[config.mk]
export PLATFORM = sky130hd
export DESIGN_NAME = instruction_fetch
export DESIGN_NICKNAME = d
export VERILOG_FILES = /design/src/rtl/instruction_fetch.sv
export SDC_FILE = /design/constraint.sdc
export NUM_CORES = 1
export LEC_CHECK = 0
export CAP_MARGIN = 40
export CORE_ASPECT_RATIO = 1.75
export CORE_MARGIN = 10
export CORE_UTILIZATION = 30
export CTS_CLUSTER_DIAMETER = 150
export DETAILED_ROUTE_END_ITERATION = 10
export GPL_ROUTABILITY_DRIVEN = 0
export PLACE_DENSITY = 0.45
export SYNTH_ARGS = -nofsm -noshare
export SYNTH_HDL_FRONTEND = slang
export SYNTH_SLANG_ARGS = --single-unit
[constraint.sdc]
create_clock -name clock -period 8 [get_ports clock]
set_clock_uncertainty 0.1 [all_clocks]
set_input_delay 2.4 -clock clock [delete_from_list [all_inputs] [get_ports clock]]
set_output_delay 2.4 -clock clock [all_outputs]
set_load 0.1 [all_outputs]
[src/rtl/instruction_fetch.sv]
// Instruction prefetch unit: streams opcode bytes from a registered-output program ROM
// into a small FIFO with a valid/ready handshake toward the decoder, with PC redirect.
module instruction_fetch #(
  parameter int ADDRESS_WIDTH = 16,
  parameter int DATA_WIDTH    = 8,
  parameter int DEPTH         = 4
) (
  input  logic                     clock,
  input  logic                     reset,
  output logic [ADDRESS_WIDTH-1:0] rom_addr,
  input  logic [DATA_WIDTH-1:0]    rom_data,
  input  logic                     jump,
  input  logic [ADDRESS_WIDTH-1:0] jump_addr,
  output logic                     instr_valid,
  input  logic                     instr_ready,
  output logic [DATA_WIDTH-1:0]    instr_byte,
  output logic [ADDRESS_WIDTH-1:0] instr_pc
);
  localparam int PW = $clog2(DEPTH);
  localparam int CW = PW + 1;

  logic [ADDRESS_WIDTH-1:0] fetch_pc_q, fetch_pc_d;
  logic [ADDRESS_WIDTH-1:0] inflight_pc_q, inflight_pc_d;
  logic                     inflight_q, inflight_d;
  logic [CW-1:0]            count_q, count_d;
  logic [PW-1:0]            rd_ptr_q, rd_ptr_d, wr_ptr_q, wr_ptr_d;
  logic [DATA_WIDTH-1:0]    byte_mem_q [DEPTH];
  logic [DATA_WIDTH-1:0]    byte_mem_d [DEPTH];
  logic [ADDRESS_WIDTH-1:0] pc_mem_q [DEPTH];
  logic [ADDRESS_WIDTH-1:0] pc_mem_d [DEPTH];

  logic issue, push, pop;

  // Credit check counts the in-flight request so the returning byte always has a slot.
  assign issue = !reset && !jump && ((count_q + CW'(inflight_q)) < CW'(DEPTH));
  assign push  = !reset && !jump && inflight_q;
  assign pop   = instr_valid && instr_ready;

  assign rom_addr    = fetch_pc_q;
  assign instr_valid = !reset && !jump && (count_q != '0);
  assign instr_byte  = reset ? '0 : byte_mem_q[rd_ptr_q];
  assign instr_pc    = reset ? '0 : pc_mem_q[rd_ptr_q];

  always_comb begin
    fetch_pc_d    = fetch_pc_q;
    inflight_pc_d = inflight_pc_q;
    inflight_d    = inflight_q;
    count_d       = count_q;
    rd_ptr_d      = rd_ptr_q;
    wr_ptr_d      = wr_ptr_q;
    byte_mem_d    = byte_mem_q;
    pc_mem_d      = pc_mem_q;
    if (jump) begin
      // Redirect flushes everything, including the byte returning this cycle.
      fetch_pc_d = jump_addr;
      inflight_d = 1'b0;
      count_d    = '0;
      rd_ptr_d   = '0;
      wr_ptr_d   = '0;
    end else begin
      if (pop) rd_ptr_d = rd_ptr_q + PW'(1);
      if (push) begin
        byte_mem_d[wr_ptr_q] = rom_data;
        pc_mem_d[wr_ptr_q]   = inflight_pc_q;
        wr_ptr_d             = wr_ptr_q + PW'(1);
      end
      count_d    = count_q + CW'(push) - CW'(pop);
      inflight_d = issue;
      if (issue) begin
        inflight_pc_d = fetch_pc_q;
        fetch_pc_d    = fetch_pc_q + ADDRESS_WIDTH'(1);
      end
    end
  end

  always_ff @(posedge clock) begin
    if (reset) begin
      fetch_pc_q    <= '0;
      inflight_pc_q <= '0;
      inflight_q    <= 1'b0;
      count_q       <= '0;
      rd_ptr_q      <= '0;
      wr_ptr_q      <= '0;
      for (int i = 0; i < DEPTH; i++) begin
        byte_mem_q[i] <= '0;
        pc_mem_q[i]   <= '0;
      end
    end else begin
      fetch_pc_q    <= fetch_pc_d;
      inflight_pc_q <= inflight_pc_d;
      inflight_q    <= inflight_d;
      count_q       <= count_d;
      rd_ptr_q      <= rd_ptr_d;
      wr_ptr_q      <= wr_ptr_d;
      byte_mem_q    <= byte_mem_d;
      pc_mem_q      <= pc_mem_d;
    end
  end
endmodule

* Yosys cells after proc, flatten, opt, wreduce, memory -nomap -nowiden *
Cells that the tools add are included.

storage, ports and cells
  bits of input ports = 28
  flip-flop bits (word level) = 136
  output and inout bits = 41
  logic and storage cells = 56

cells by class
  muxes and demuxes = 16
  bitwise operators = 3
  $add $sub $neg = 6
  magnitude comparators = 4
  reductions and logical operators = 13

operators by type and width
  operator                 count
  $mux W16                 6
  $bwmux W64               1
  $bmux W16 S2             1
  $bwmux W32               1
  $demux W16 S2            1
  $mux W8                  4
  $add A16 B1 Y16 const B  1
  $bmux W8 S2              1
  $demux W8 S2             1
  $add A3 B1 Y3            2
  $ge A3 B3 Y1 const B     2
  $logic_and A1 B1 Y1      6
  $not A2 Y3               2
  $add A2 B1 Y2 const B    2
  $reduce_and A2 Y1        2
  $lt A3 B1 Y1 const B     1
  $lt A3 B3 Y1 const B     1
  $reduce_bool A3 Y1       1
  $sub A3 B1 Y3            1
  $logic_not A1 Y1         2
  $reduce_bool A2 Y1       1
  $reduce_or A2 Y1         1
  $not A1 Y1               1

* Logic depth before layout (Yosys ltp) *
Gate-level depths: netlist (run 1).

  word-level depth = 6
  mapped depth = 11
  mapped depth without buffers = 9

* Worst setup path after synthesis (run 1) *
Ideal clock, no wire load.

  kind = input to output
  from = input reset
  to = output instr_byte[6]
  stages on the path = 3
  arrival time = 4.132 ns
  setup slack = 1.368 ns
  cells stage by stage = clkbuf_1 clkbuf_1 nor2b_1

between the ends
  word-level cells in the longest chain between the ends = 1

RTL lines
  what                RTL line  text
  start: declaration  9         input logic reset,
  $mux W8             41        assign instr_byte = reset ? '0 : byte_mem_q[rd_ptr_q];
  end: declaration    16        output logic [DATA_WIDTH-1:0] instr_byte,

No other way between the ends.

* Worst setup path after layout (run 1) *
  from = input reset
  to = output instr_valid

between the ends
  word-level cells in the longest chain between the ends = 3

RTL lines
  what                              RTL line  text
  $logic_not A1 Y1                  40        assign instr_valid = !reset && !jump && (count_q != '0);
  $logic_and A1 B1 Y1 (2 in a row)  40
  end: declaration                  14        output logic instr_valid,

No other way between the ends.

==> results.sh, run 1 <==
export IMPL_drt_iter0_markers=291
export IMPL_drt_wl_total_microns=17720
export IMPL_mappedNetlistArea_sq_um=6042
export IMPL_clock_latency_ns=0.41
export IMPL_synth_edf_count=0
export IMPL_crit_path_frequent_cell="buf_4"
export IMPL_crit_cells=5
export IMPL_async_flop_share=0
export IMPL_crit_type="in2out"
export IMPL_slew_headroom=0.4497
export IMPL_worstPathArrival_ns=3.77
export IMPL_dpl_cell_count=1008
export IMPL_layout_nets=818
export IMPL_cts_buffer_depth=2
export IMPL_synth_main_ff_cell="dfxtp_1"
export IMPL_grtUsageTotal=0.1345
export IMPL_tns_ns=0
export IMPL_worstHoldPathCells=2
export IMPL_synth_seq_area_share=0.4506
export IMPL_drt_first_pass_iters=4
export IMPL_reg2reg_depth=9
export IMPL_hold_violations=0
export IMPL_grt_pass1_vias=5332
export IMPL_dp_hpwl_microns=11480
export IMPL_coreArea_sq_um=19740
export IMPL_hold_path_class="reg2reg"
export IMPL_finalWorstSetupSlack_ns=1.726
export IMPL_crit_buf_inv=3
export IMPL_syn_inst=715
export IMPL_start_util=0.3061
export IMPL_die_x_microns=127.3
export IMPL_cts_tree="built"
export IMPL_placed_cell_area_sq_um=7249
export IMPL_cts_root_buf="clkbuf_16"
export IMPL_fin_cells=1039
export IMPL_path_clk_slew_ns=0.06
export IMPL_pin_count=69
export IMPL_min_period_ns=6.274
export IMPL_rsz0062_at_grt="false"
export IMPL_hold_buffers=0
export IMPL_via_count=5257
export IMPL_cts_buffers_inserted=17
export IMPL_power_density_nw_per_um2=209.4
export IMPL_power_mw=1.642
export IMPL_gr_total_overflow=0
export IMPL_status="complete, no violations"
export IMPL_wl_per_cell_microns=17.06
export IMPL_yosys_cell_types_count=42
export IMPL_avgSynthCellArea_sq_um=8.450
export IMPL_required_ns=5.50
export IMPL_cts_sinks=136
export IMPL_num_rows=68
export IMPL_setup_violations=0
export IMPL_grt_pass1_wl_microns=28630
export IMPL_power_leakage_nw=2.671
export IMPL_antennaDiodeCount=0
export IMPL_yosysTopAreaCell="dfxtp_1"
export IMPL_drc=0
export IMPL_synthesis_nets=751
export IMPL_post_route_period_util=0.7843
export IMPL_start_kind="input pin"
export IMPL_die_y_microns=207.7
export IMPL_yosysTopAreaCellShare=0.4506
export IMPL_critPathMaxFanout=65
export IMPL_ys_ff_latch=136
export IMPL_vias_per_cell=5.060
export IMPL_critPathMaxStageDelay_ns=0.63
export IMPL_final_area_sq_um=7844
export IMPL_slowest_stage="buf_4"
export IMPL_ys_warn_count=0
export IMPL_slew_viol_final=0
export IMPL_ant_nets=0
export IMPL_io_buffers=68
export IMPL_end_kind="output pin"
export IMPL_pre_cts_ws_ns=1.703
export IMPL_crit_family="buffers and inverters"
export IMPL_synthTopCellsByArea="dfxtp_1, nand2_1, a21oi_1"
export IMPL_peakVddDrop_uv=129.5
export IMPL_layout_drive_gt1_share=0.1587
export IMPL_fmax_mhz=159.4
export IMPL_cp_cell_sequence="buf_4, buf_4, nor2_2, and2_1, buf_4"
export IMPL_grt_start_max_net_pins=68
export IMPL_antenna_found_initial=0
export IMPL_htreeDepth=4
export IMPL_final_util=0.3974
export IMPL_area_growth_pct=29.82
export IMPL_die_area_sq_um=26440
export IMPL_cts_setup_buffers=0
export IMPL_tightest_slew_ns=0.8255
export IMPL_maxCapViolations=0
export IMPL_holdWs_ns=0.3528
export IMPL_ctsResizeCount=0
[per-layer routing]
layer | GRT usage | wire (microns) | vias to the layer above
li1 | - | - | 2594
met1 | 0.1473 | 6923 | 2504
met2 | 0.2391 | 9422 | 141
met3 | 0.03323 | 1071 | 18
met4 | 0.05230 | 306 | 0
met5 | 0 | 0 | -
[kinds of logic after synthesis]
group / Yosys count / share of synthesized area
AO/OA/AOI/OAI: 158 / 0.1470
XOR/XNOR: 8 / 0.01284
adder cells (fa/ha/maj): 8 / 0.01781
buffers and inverters: 68 / 0.04701
flip-flops: 136 / 0.4506
multiplexers: 29 / 0.09774
AND/OR/NAND/NOR: 308 / 0.2270
[Yosys cell counts, types with 2 or more instances]
cell type,number
nand2_1,201
dfxtp_1,136
a21oi_1,112
clkbuf_1,41
nand3_1,28
nor2b_1,25
mux4_2,24
nor2_1,23
o21ai_0,18
buf_2,11
inv_1,11
a311oi_1,9
and3_1,7
ha_1,7
o31ai_1,6
xnor2_1,6
mux2i_1,5
or4_1,5
and2_1,4
buf_4,4
o41ai_1,4
a211oi_1,2
a31o_2,2
and4_1,2
nand4_1,2
nor4_1,2
or2_2,2
or3_1,2
[worst reg2reg max path: stages, from the launching register on]
cell	delay, ns
dfxtp_1	0.38
or3_1	0.38
and3_1	0.23
ha_1	0.28
inv_1	0.04
ha_1	0.18
fa_1	0.37
xnor2_1	0.18
xnor2_1	0.14
nor2_1	0.05
[cells in the final DEF, fill, tap and decap left out, types with 3 or more instances in the layout]
cell               n
a21oi_1          112
a311oi_1           9
and2_1             4
and3_1             7
buf_16             4
buf_4             34
buf_8             19
bufinv_16          3
clkbuf_16         17
clkdlybuf4s50_1   48
clkinv_2           5
clkinvlp_4         3
dfxtp_1          134
ha_1               7
inv_1             11
mux2i_1            5
mux4_2            24
nand2_1          201
nand3_1           28
nor2_1            22
nor2b_1           25
o21ai_0           18
o31ai_1            6
o41ai_1            4
or4_1              5
xnor2_1            5
[registers in the layout, indices dropped and copies added, names as in the netlist]
signal	count
count_q	3
rd_ptr_q	2
inflight_q	1
wr_ptr_q	2
rom_addr	16
inflight_pc_q	16
byte_mem_q	32
pc_mem_q	64
[report_power, final]
part | total [mW] | internal, mW | leakage, nW | switching (mW)
combinational | 0.146 | 0.0556 | 1.28 | 0.0908
clock | 0.791 | 0.494 | 0.287 | 0.297
sequential | 0.705 | 0.688 | 1.10 | 0.0169
total | 1.64 | 1.24 | 2.67 | 0.405
[path summary, 6_finish.rpt]
kind                                   start           end  slack (ns)
worst max-delay path                   reset   instr_valid        1.73
worst min-delay path            pc_mem_q[27]  pc_mem_q[27]        0.35
worst max register to register    count_q[2]    count_q[2]        5.55
worst min register to register  pc_mem_q[27]  pc_mem_q[27]        0.35
[layout make-up]
class | count | area (sq um)
Clock buffer | 18 | 439.2
Clock inverter | 13 | 155.1
Fill cell | 1992 | 11900
Inverter | 11 | 41.29
Multi-Input combinational cell | 511 | 3045
Sequential cell | 136 | 2725
Tap cell | 245 | 306.5
Timing Repair Buffer | 105 | 1131
Note: power is estimated with default switching activity, not from simulation.
==> run 2: changes to the inputs <==
clock period = 6.3 ns   (was 8 ns; I/O delays follow)
==> run 2 against run 1 <==
Sequential power increased by 27%; cell area shrank 0.85%; non-clock buffer count shrank 6; worst setup slack got worse by 0.42 ns; register-to-register slack worse by 1.7 ns; largest power group unchanged; sequential share of layout area up 0.30 points; clock power up 34%; flip-flop and latch count stayed put; via count is 0.13% higher; highest routed layer unchanged; hold slack lost 0.0030 ns.
==> results.sh, run 2 (synthesis results as in run 1) <==
export IMPL_end_kind="output pin"
export IMPL_slew_headroom=0.4240
export IMPL_coreArea_sq_um=19740
export IMPL_htreeDepth=4
export IMPL_tightest_slew_ns=0.8640
export IMPL_cts_root_buf="clkbuf_16"
export IMPL_crit_cells=5
export IMPL_switchingPower_mw=0.5083
export IMPL_gr_total_overflow=0
export IMPL_hold_violations=0
export IMPL_cts_tree="built"
export IMPL_critPathMaxFanout=15
export IMPL_antenna_found_initial=0
export IMPL_drt_first_pass_iters=5
export IMPL_required_ns=4.31
export IMPL_cts_buffer_depth=2
export IMPL_cts_setup_buffers=0
export IMPL_fmax_mhz=200.3
export IMPL_critPathMaxStageDelay_ns=0.46
export IMPL_hold_path_class="reg2reg"
export IMPL_grtUsageTotal=0.1363
export IMPL_min_period_ns=4.993
export IMPL_slew_viol_final=0
export IMPL_die_x_microns=127.3
export IMPL_power_leakage_nw=2.653
export IMPL_cp_cell_sequence="clkdlybuf4s50_1, buf_4, nor2_2, and2_1, buf_12"
export IMPL_drt_wl_total_microns=17700
export IMPL_post_route_period_util=0.7926
export IMPL_drc=0
export IMPL_status="complete, no violations"
export IMPL_tns_ns=0
export IMPL_holdWs_ns=0.3498
export IMPL_ant_nets=0
export IMPL_path_clk_slew_ns=0.05
export IMPL_start_kind="input pin"
export IMPL_reg2reg_depth=9
export IMPL_vias_per_cell=5.091
export IMPL_pin_count=69
export IMPL_worstHoldPathCells=2
export IMPL_drt_iter0_markers=370
export IMPL_final_common_cell="nand2_1"
export IMPL_combPwrFrac=0.086
export IMPL_dp_hpwl_microns=11270
export IMPL_top_regs="pc_mem_q x64, byte_mem_q x32"
export IMPL_crit_type="in2out"
export IMPL_grt_start_max_net_pins=82
export IMPL_die_area_sq_um=26440
export IMPL_rsz0062_at_grt="false"
export IMPL_layout_nets=812
export IMPL_setup_violations=0
export IMPL_cts_buffers_inserted=17
export IMPL_clkPwrFrac=0.497
export IMPL_swShare=0.2371
export IMPL_layout_drive_gt1_share=0.1597
export IMPL_grt_pass1_wl_microns=29040
export IMPL_power_density_nw_per_um2=275.6
export IMPL_largest_reg_flops=64
export IMPL_internal_power_mw=1.635
export IMPL_grt_pass1_vias=5289
export IMPL_final_cell_mix="nand2_1, dfxtp_1, a21oi_1"
export IMPL_peakVddDrop_uv=145.4
export IMPL_power_mw=2.144
export IMPL_ctsResizeCount=0
export IMPL_via_count=5264
export IMPL_maxCapViolations=0
export IMPL_start_util=0.3061
export IMPL_antennaDiodeCount=0
export IMPL_cts_sinks=136
export IMPL_wl_per_cell_microns=17.11
export IMPL_hold_buffers=0
export IMPL_area_growth_pct=28.72
export IMPL_die_y_microns=207.7
export IMPL_num_rows=68
export IMPL_r2r_slack_ns=3.83
export IMPL_slowest_stage="clkdlybuf4s50_1"
export IMPL_clock_latency_ns=0.42
export IMPL_worstPathArrival_ns=3.00
export IMPL_io_buffers=68
export IMPL_power_frac_seq=0.417
export IMPL_crit_buf_inv=3
export IMPL_largest_register="pc_mem_q"
export IMPL_crit_family="buffers and inverters"
-- run 2: metal layers --
layer / share of wire / vias up / global-route usage
met5: 0 / - / 0
met4: 0.015 / 0 / 0.04640
met3: 0.054 / 20 / 0.03400
met2: 0.53 / 148 / 0.2407
met1: 0.41 / 2520 / 0.1530
li1: - / 2576 / -
-- run 2: layout make-up --
cell class                 instances  area (sq um)
sequential                       136          2725
clock inverter                    11         170.2
timing repair buffer              99          1018
multi-input combinational        511          3045
fill                            2002         11960
tap                              245         306.5
clock buffer                      21         470.5
inverter                          11         41.29
-- run 2: power groups by stage --
stage	registers [mW]	logic (mW)	clock network (mW)
floorplan	0.958	0.0571	0
CTS	0.895	0.186	1.09
global placement	0.914	0.157	0
global route	0.898	0.196	1.13
finish	0.895	0.184	1.06
detailed placement	0.913	0.185	0
-- run 2: worst reg2reg max path: stages (launching register included) --
cell and delay [ns]:
dfxtp_1 0.39, or3_1 0.37, and3_1 0.23, ha_1 0.29, inv_1 0.04, ha_1 0.18
fa_1 0.38, xnor2_1 0.18, xnor2_1 0.14, nor2_1 0.06
-- run 2: path summary, 6_finish.rpt --
path | start | end
setup / recovery | jump | instr_valid
hold / removal | pc_mem_q[35] | pc_mem_q[35]
setup reg to reg | count_q[2] | count_q[2]
hold reg to reg | pc_mem_q[35] | pc_mem_q[35]
-- run 2: stage by stage --
stage / setup WS [ns] / cell area (sq um) / std cells / utilization
4_1_cts: 1.290 / 7777 / 1034 / 0.3940
5_1_grt: 1.197 / 7777 / 1034 / 0.3940
3_3_place_gp: 1.307 / 6852 / 985 / 0.3471
2_1_floorplan: 0.6880 / 6042 / 715 / -
6_report: 1.307 / 7777 / 1034 / 0.3940
3_5_place_dp: 1.288 / 7137 / 1002 / 0.3616
==> run 3: changes to the inputs <==
PLACE_DENSITY = 0.47   (was 0.45)
clock period = 4.4 ns   (was 6.3 ns; I/O delays follow)
==> run 3 against run 2 <==
Flip-flop and latch count is the same; final cell count grew 0.39%; non-clock buffer count grew 4; power grew 53%; die area is the same; worst setup slack lost 0.73 ns; sequential power grew 43%; critical path depth is the same; hold slack is essentially flat; cell area grew 4.6%; first-iteration DRC count shrank 25%; via count grew 0.57%; critical path type unchanged; highest routed layer unchanged.
==> results.sh, run 3 (synthesis results as in run 1) <==
export IMPL_pin_count=69
export IMPL_placed_cell_area_sq_um=7416
export IMPL_grt_pass1_wl_microns=28460
export IMPL_cp_cell_sequence="clkdlybuf4s50_1, nor2_2, buf_4, and2_1, buf_12"
export IMPL_top_regs="pc_mem_q x64, byte_mem_q x32"
export IMPL_hold_buffers=0
export IMPL_grt_pass1_vias=5306
export IMPL_hold_violations=0
export IMPL_cts_tree="built"
export IMPL_crit_type="in2out"
export IMPL_hp_start="pc_mem_q[50]"
export IMPL_nFillCells=1953
export IMPL_drt_wl_total_microns=17540
export IMPL_slew_viol_final=0
export IMPL_final_area_sq_um=8135
export IMPL_via_count=5294
export IMPL_worstHoldPathCells=2
export IMPL_final_util=0.4121
export IMPL_required_ns=2.98
export IMPL_grtUsageTotal=0.1327
export IMPL_cts_buffers_inserted=17
export IMPL_ctsResizeCount=0
export IMPL_largest_reg_flops=64
export IMPL_worstPathArrival_ns=2.40
export IMPL_io_buffers=68
export IMPL_critPathMaxFanout=13
export IMPL_finalWorstSetupSlack_ns=0.5802
export IMPL_r2r_slack_ns=1.94
export IMPL_peakVddDrop_uv=242.9
export IMPL_critPathMaxStageDelay_ns=0.44
export IMPL_drt_iter0_markers=276
export IMPL_maxCapViolations=0
export IMPL_gr_total_overflow=0
export IMPL_cts_setup_buffers=0
export IMPL_path_clk_slew_ns=0.05
export IMPL_num_rows=68
export IMPL_cts_sinks=136
export IMPL_wl_per_cell_microns=16.90
export IMPL_cts_buffer_depth=2
export IMPL_die_area_sq_um=26440
export IMPL_cts_root_buf="clkbuf_16"
export IMPL_status="complete, no violations"
export IMPL_layout_nets=816
export IMPL_largest_register="pc_mem_q"
export IMPL_hold_path_class="reg2reg"
export IMPL_vias_per_cell=5.100
export IMPL_layout_drive_gt1_share=0.1652
export IMPL_hold_path_endpoint="pc_mem_q[50]"
export IMPL_rr_endpoint="count_q[2]"
export IMPL_antenna_found_initial=0
export IMPL_coreArea_sq_um=19740
export IMPL_pre_cts_ws_ns=0.5717
export IMPL_final_common_cell="nand2_1"
export IMPL_drt_first_pass_iters=5
export IMPL_setup_violations=0
export IMPL_grt_start_max_net_pins=65
export IMPL_die_y_microns=207.7
export IMPL_reg2reg_from="count_q[1]"
export IMPL_start_kind="input pin"
export IMPL_antennaDiodeCount=0
export IMPL_dp_hpwl_microns=11560
export IMPL_tightest_slew_ns=0.6720
export IMPL_power_leakage_nw=2.763
export IMPL_htreeDepth=4
export IMPL_clock_latency_ns=0.41
export IMPL_slew_headroom=0.5515
export IMPL_ant_nets=0
export IMPL_min_period_ns=3.820
export IMPL_power_density_nw_per_um2=402.0
export IMPL_end_kind="output pin"
export IMPL_slowest_stage="clkdlybuf4s50_1"
export IMPL_area_growth_pct=34.64
export IMPL_start_util=0.3061
export IMPL_die_x_microns=127.3
export IMPL_fmax_mhz=261.8
export IMPL_reg2reg_depth=9
export IMPL_rsz0062_at_grt="false"
export IMPL_drc=0
export IMPL_final_cell_mix="nand2_1, dfxtp_1, a21oi_1"
export IMPL_post_route_period_util=0.8681
run 3: cell count changes in the layout (fill, tap and decap cells not counted), sizes merged, moves of 2 or more:
cell	previous run	this run
buf	57	63
bufinv	4	8
clkbuf	21	18
clkdlybuf4s50	42	40
clkinv	4	1
inv	11	14
run 3: area by class of cell:
class	count	area (sq um)	area share
multi-input combinational	511	3045	0.3743
sequential	136	2724	0.3348
timing repair buffer	103	1299	0.1596
clock buffer	18	429.2	0.05275
tap	245	306.5	0.03768
clock inverter	14	290.3	0.03568
inverter	11	41.29	0.005075
run 3: stage by stage:
step | hold WS, ns | TNS (ns) | instances | power, mW
floorplan | 0.3331 | -1.684 | 715 | 1.454
global placement | 0.3388 | 0 | 991 | 1.536
detailed placement | 0.3461 | 0 | 1006 | 1.568
CTS | 0.3540 | 0 | 1038 | 3.302
global route | 0.3711 | 0 | 1038 | 3.373
finish | 0.3501 | 0 | 1038 | 3.271
run 3: worst max-delay path by stage:
stage | startpoint | end | slack (ns) | depth (start not counted)
after floorplan | reset | instr_byte[6] | -0.07 | 3
after global placement | jump | instr_valid | 0.58 | 5
after detailed placement | jump | instr_valid | 0.57 | 5
after CTS | jump | instr_valid | 0.57 | 5
after global routing | jump | instr_valid | 0.51 | 5
final | jump | instr_valid | 0.58 | 5
run 3: power breakdown:
| part | leakage [nW] | internal, mW | total, mW | switching, mW |
|---|---|---|---|---|
| registers | 1.10 | 1.25 | 1.28 | 0.0300 |
| logic | 1.32 | 0.0944 | 0.259 | 0.164 |
| clock network | 0.342 | 1.18 | 1.73 | 0.547 |
run 3: worst max-delay path, delay by kind of cell:
| kind | cells | cell delay [ns] |
|---|---|---|
| buffers and inverters | 3 | 0.79 |
| AND/OR/NAND/NOR | 2 | 0.29 |
run 3: per-layer routing:
metal | part of all wire | global-route usage | wire (microns) | up-vias
li1 | - | - | - | 2586
met3 | 0.053 | 0.03246 | 936 | 18
met4 | 0.015 | 0.04719 | 263 | 0
met1 | 0.40 | 0.1432 | 6947 | 2539
met5 | 0 | 0 | 0 | -
met2 | 0.54 | 0.2407 | 9394 | 151
==> edit 1 (flow settings as in run 3) <==
Set the parameter `DEPTH` to 2 (it was 4).
--- a/src/rtl/instruction_fetch.sv
+++ b/src/rtl/instruction_fetch.sv
@@ -3,7 +3,7 @@
 module instruction_fetch #(
   parameter int ADDRESS_WIDTH = 16,
   parameter int DATA_WIDTH    = 8,
-  parameter int DEPTH         = 4
+  parameter int DEPTH         = 2
 ) (
   input  logic                     clock,
   input  logic                     reset,
Function: changed (a bounded check fails within 4 cycles, from zero or initial values and one cycle with reset high).
==> edit 1 against run 3 <==
Register-to-register slack improved by 0.38 ns. Sequential cell count down 51. Area after synthesis shrank 38%. Highest routed layer unchanged. Largest power group unchanged. Total power is 43% lower. Design area fell by 34%. Wire length fell by 39%. Final cell count decreased by 31%. Worst setup slack got worse by 0.18 ns. Utilization increased by 2.2 points. Critical endpoint unchanged.
==> edit 1: results (changes against run 3) <==
* Critical Path AT at 2.58 ns (was 2.40 ns)
* Fin nets at 573 (was 816)
* Num CTS Buffers at 9 (was 17)
* CP Max Fanout at 7 (was 13)
* H-tree Lvls at 3 (was 4)
* Dpl cells at 699 (was 1006)
* Syn Inst Count at 471 (was 715)
* Iter 0 DRT Violations at 136 (was 276)
* Syn_nets at 502 (was 751)
* Clock root cell: clkbuf_16 (unchanged)
* Worst-Margin Slew at 0.603 ns (was 0.672 ns)
* VDD IR max at 0.172 mV (was 0.243 mV)
* Tmin final at 4.00 ns (was 3.82 ns)
* Largest net degree at the start of global routing at 54 (was 65)
* WL/cell at 14.9 um (was 16.9 um)
* Seq/Total Area, Yosys at 45.2% (was 45.1%)
* Synth unique cells at 51 (was 42)
* Top cells by area, synth: dfxtp_1 (45%), nand2_1 (14%), a21oi_1 (8.6%) (was dfxtp_1 (45%), nand2_1 (12%), a21oi_1 (9.3%))
* Port Buf Inserts at 68 (unchanged)
* First-pass GRT wire length at 17700 um (was 28500 um)
* HPWL after detailed placement at 7580 um (was 11600 um)
* Vias in the first global route at 3410 (was 5306)
* Critical Path Max Stage Delay at 0.56 ns (was 0.44 ns)
* Commonest cells in the netlist: nand2_1 (136), dfxtp_1 (85), a21oi_1 (65) (was nand2_1 (201), dfxtp_1 (136), a21oi_1 (112))
* P_leak at 1.85 nW (was 2.76 nW)
* Vias per cell at 4.73 (was 5.10)
* Max reg flops at 32 (was 64)
* Clock tree buffer depth at 2 (unchanged)
* Status: finished, final reports clean (unchanged)
* GRT Total Usage at 12.3% (was 13.3%)
* Skew-Pair Late Insertion Delay at 0.33 ns (was 0.41 ns)
* Drt total wl at 10600 um (was 17500 um)
* Share of cells above drive strength 1 at 14.4% (was 16.5%)
## edit 1: cell count changes in the layout (fill, tap and decap cells not counted), moves of 17 or more
cell,delta
dfxtp_1,-50
mux4_2,-24
o21ai_0,-17
nand3_1,-20
nand2_1,-65
mux2i_1,+19
nor2b_1,-25
a21oi_1,-47
nor2_1,+22
## edit 1: logic make-up after synthesis
logic type                 share of synthesized area (%)
AOI/OAI and AO/OA                                   14.5
and+or+nand+nor                                     25.2
buffers and inverters                               5.09
xor gates and xnor gates                            2.56
DFF                                                 45.2
muxes                                               6.39
adders and majority gates                          0.998
## edit 1: critical path: cells and delay by family
kind | cells | cell delay, ns
and+or+nand+nor | 2 | 0.49
buffers and inverters | 2 | 0.76
## edit 1: area by class of cell
cell class                 instances  area (um2)
clock buffer                      12         256
clock inverter                     4        70.1
fill                            1247        6990
inverter                           7        26.3
multi-input combinational        345        1870
sequential                        85        1700
tap                              168         210
timing repair buffer              94        1240
## edit 1: worst paths after layout
kind,from,end,slack [ns],cells past startpoint
max,jump,instr_valid,0.40,4
min,pc_mem_q[13],pc_mem_q[13],0.35,2
max reg2reg,rom_addr[2],rom_addr[13],2.32,4
min reg2reg,pc_mem_q[13],pc_mem_q[13],0.35,2
## edit 1: power breakdown
| part | leakage, nW | switching [W] | internal (W) |
|---|---|---|---|
| sequential | 0.690 | 0.0000269 | 0.000788 |
| combinational | 0.998 | 0.000152 | 0.0000922 |
| clock | 0.163 | 0.000292 | 0.000526 |
## edit 1: per-layer routing
layer / global-route usage, % / wire length [um] / vias to the layer above / part of all wire [%]
met4: 5.58 / 211 / 0 / 2.0
li1: - / - / 1727 / -
met5: 0 / 0 / - / 0
met2: 22.0 / 5490 / 70 / 52
met1: 13.1 / 4440 / 1571 / 42
met3: 3.29 / 499 / 13 / 4.7
## edit 1: through the flow
stage / setup WS, ns / instance area, um2 / setup TNS, ns
4_1_cts: 0.388 / 5370 / 0
6_report: 0.401 / 5370 / 0
5_1_grt: 0.363 / 5370 / 0
3_5_place_dp: 0.386 / 5040 / 0
2_1_floorplan: -0.00344 / 3760 / -0.0689
3_3_place_gp: 0.397 / 4820 / 0
==> edit 2 (settings of run 3) <==
Made on the original files. Reset style: asynchronous (`reset`), changed in one clocked block.
--- a/src/rtl/instruction_fetch.sv
+++ b/src/rtl/instruction_fetch.sv
@@ -73,7 +73,7 @@
     end
   end
 
-  always_ff @(posedge clock) begin
+  always_ff @(posedge clock or posedge reset) begin
     if (reset) begin
       fetch_pc_q    <= '0;
       inflight_pc_q <= '0;
Formal check against the unedited RTL: differs if reset is asserted again (counterexample within 4 cycles, from zero or initial values and one cycle with reset high); with reset held inactive, the same outputs for 4 cycles.
==> edit 2 against run 3 <==
Maximum frequency shrank 5.9%. Final cell count shrank 22%. Sequential cell count is the same. Register-to-register slack lost 0.14 ns. Design area grew 3.1%. Area after synthesis grew 4.2%. Worst setup slack lost 0.24 ns. Wire length shrank 12%. Critical endpoint is now instr_pc[15].
Power is not compared: it rests on default switching activity, and its combinational part moved more than twofold at a synthesized area within 25%.
==> edit 2: results (changes against run 3) <==
* Setup violations, final at 0 (unchanged)
* Antenna violations before repair at 0 (unchanged)
* Status: finished, final reports clean (unchanged)
* Iter 0 DRT Violations at 117 (was 276)
* DRT Pass-1 Iters at 4 (was 5)
* Fillers at 1919 (was 1953)
* Critical Path AT at 2.64 ns (was 2.40 ns)
* GRT Total Usage at 12.1% (was 13.3%)
* Seq/Total Area, Yosys at 54.1% (was 45.1%)
* Largest net degree at the start of global routing at 29 (was 65)
* CP Max Fanout at 24 (was 13)
* Dpl cells at 774 (was 1006)
* Port Buf Inserts at 68 (unchanged)
* Num CTS Buffers at 17 (unchanged)
* DP Worst Slack at 0.316 ns (was 0.572 ns)
* Share of cells above drive strength 1 at 43.9% (was 16.5%)
* Worst-Margin Slew at 0.548 ns (was 0.672 ns)
* Post-CTS Setup Repair Bufs at 0 (unchanged)
* Tmin final at 4.06 ns (was 3.82 ns)
* Synth unique cells at 36 (was 42)
* Worst R2R Setup Slack at 1.80 ns (was 1.94 ns)
* HPWL after detailed placement at 10600 um (was 11600 um)
* H-tree Lvls at 4 (unchanged)
* Syn_nets at 479 (was 751)
* Async SR Flop Fraction at 100% (was 0%)
* Commonest cells in the netlist: dfrtp_1 (136), mux2_2 (111), and2_1 (25) (was nand2_1 (201), dfxtp_1 (136), a21oi_1 (112))
* HP Class: reg -> reg (unchanged)
* Top cells by area, synth: dfrtp_1 (54%), mux2_2 (20%), mux4_2 (8.6%) (was dfxtp_1 (45%), nand2_1 (12%), a21oi_1 (9.3%))
* Post-CTS sizing at 0 (unchanged)
* Vias in the first global route at 4486 (was 5306)
* First-pass GRT wire length at 25700 um (was 28500 um)
* Avg Cell Area, Syn at 14.2 um2 (was 8.45 um2)
* Vias at 3961 (was 5294)
* Skew-Pair Late Insertion Delay at 0.41 ns (about the same)
* Final Non-Filler Cells at 806 (was 1038)
* Cell Area, Placed at 7820 um2 (was 7420 um2)
* Fin nets at 577 (was 816)
* WL/cell at 19.2 um (was 16.9 um)
* Clock root cell: clkbuf_16 (unchanged)
* P_leak at 3.72 nW
## edit 2: cell count changes in the layout (fill, tap and decap cells not counted), moves of 10 or more
| cell | before | now |
|---|---|---|
| mux2_2 | 0 | 111 |
| o311ai_0 | 0 | 10 |
| and2_1 | 4 | 16 |
| dfrtp_1 | 0 | 135 |
| a21oi_1 | 112 | 0 |
| nor2b_1 | 25 | 3 |
| o21ai_0 | 18 | 2 |
| nand3_1 | 28 | 12 |
| nor2_1 | 22 | 8 |
| nand2_1 | 201 | 21 |
| dfxtp_1 | 135 | 0 |
## edit 2: report_power, final
part,internal (W),switching [W],leakage [nW]
clock network,0.000862,0.000504,0.278
logic,0.000554,0.000724,1.66
registers,0.00144,0.000149,1.78
## edit 2: metrics by stage
stage	hold WS, ns	total power, W	util (%)
2_1_floorplan	0.375	0.00241	-
3_3_place_gp	0.383	0.00284	36.7
3_5_place_dp	0.392	0.00291	37.7
4_1_cts	0.405	0.00430	40.4
5_1_grt	0.414	0.00443	40.4
6_report	0.400	0.00423	40.4
## edit 2: area by class of cell
class                           instances  share of cell area [%]
Clock buffer                           24                    5.62
Clock inverter                          8                    1.15
Inverter                                9                   0.462
Multi-Input combinational cell        271                    32.5
Sequential cell                       136                    40.6
Tap cell                              252                    3.76
Timing Repair Buffer                  106                    15.9
## edit 2: layer usage
metal  part of all wire [%]  track usage, %  up-vias  routed length [um]
met2                     54            21.0       50                8340
met4                   0.97            3.97        0                 150
met3                    3.0            2.63        8                 461
met5                      0               0        -                   0
li1                       -               -     1822                   -
met1                     42            14.4     2081                6510
## edit 2: final timing paths
| check | to | cells past startpoint | startpoint |
|---|---|---|---|
| worst max-delay path | instr_pc[15] | 5 | reset |
| max in group asynchronous | rd_ptr_q[0] | 4 | reset |
| worst min register to register | byte_mem_q[12] | 1 | byte_mem_q[12] |
| worst min-delay path | byte_mem_q[12] | 1 | byte_mem_q[12] |
| min in group asynchronous | pc_mem_q[3] | 2 | reset |
| worst max register to register | count_q[2] | 10 | count_q[1] |
## edit 2: kinds of logic after synthesis
| group | Yosys count | synth area share, % |
|---|---|---|
| flops | 136 | 54.1 |
| buf+inv | 36 | 2.86 |
| mux | 137 | 28.8 |
| compound gates | 28 | 3.60 |
| fa+ha+maj | 8 | 1.71 |
| xor+xnor | 6 | 0.835 |
| simple gates | 92 | 8.09 |
## edit 2: worst max-delay path, stage by stage
cell	delay (ns)
clkdlybuf4s50_1	0.49
inv_6	0.22
buf_12	0.21
and2_1	0.20
buf_12	0.19
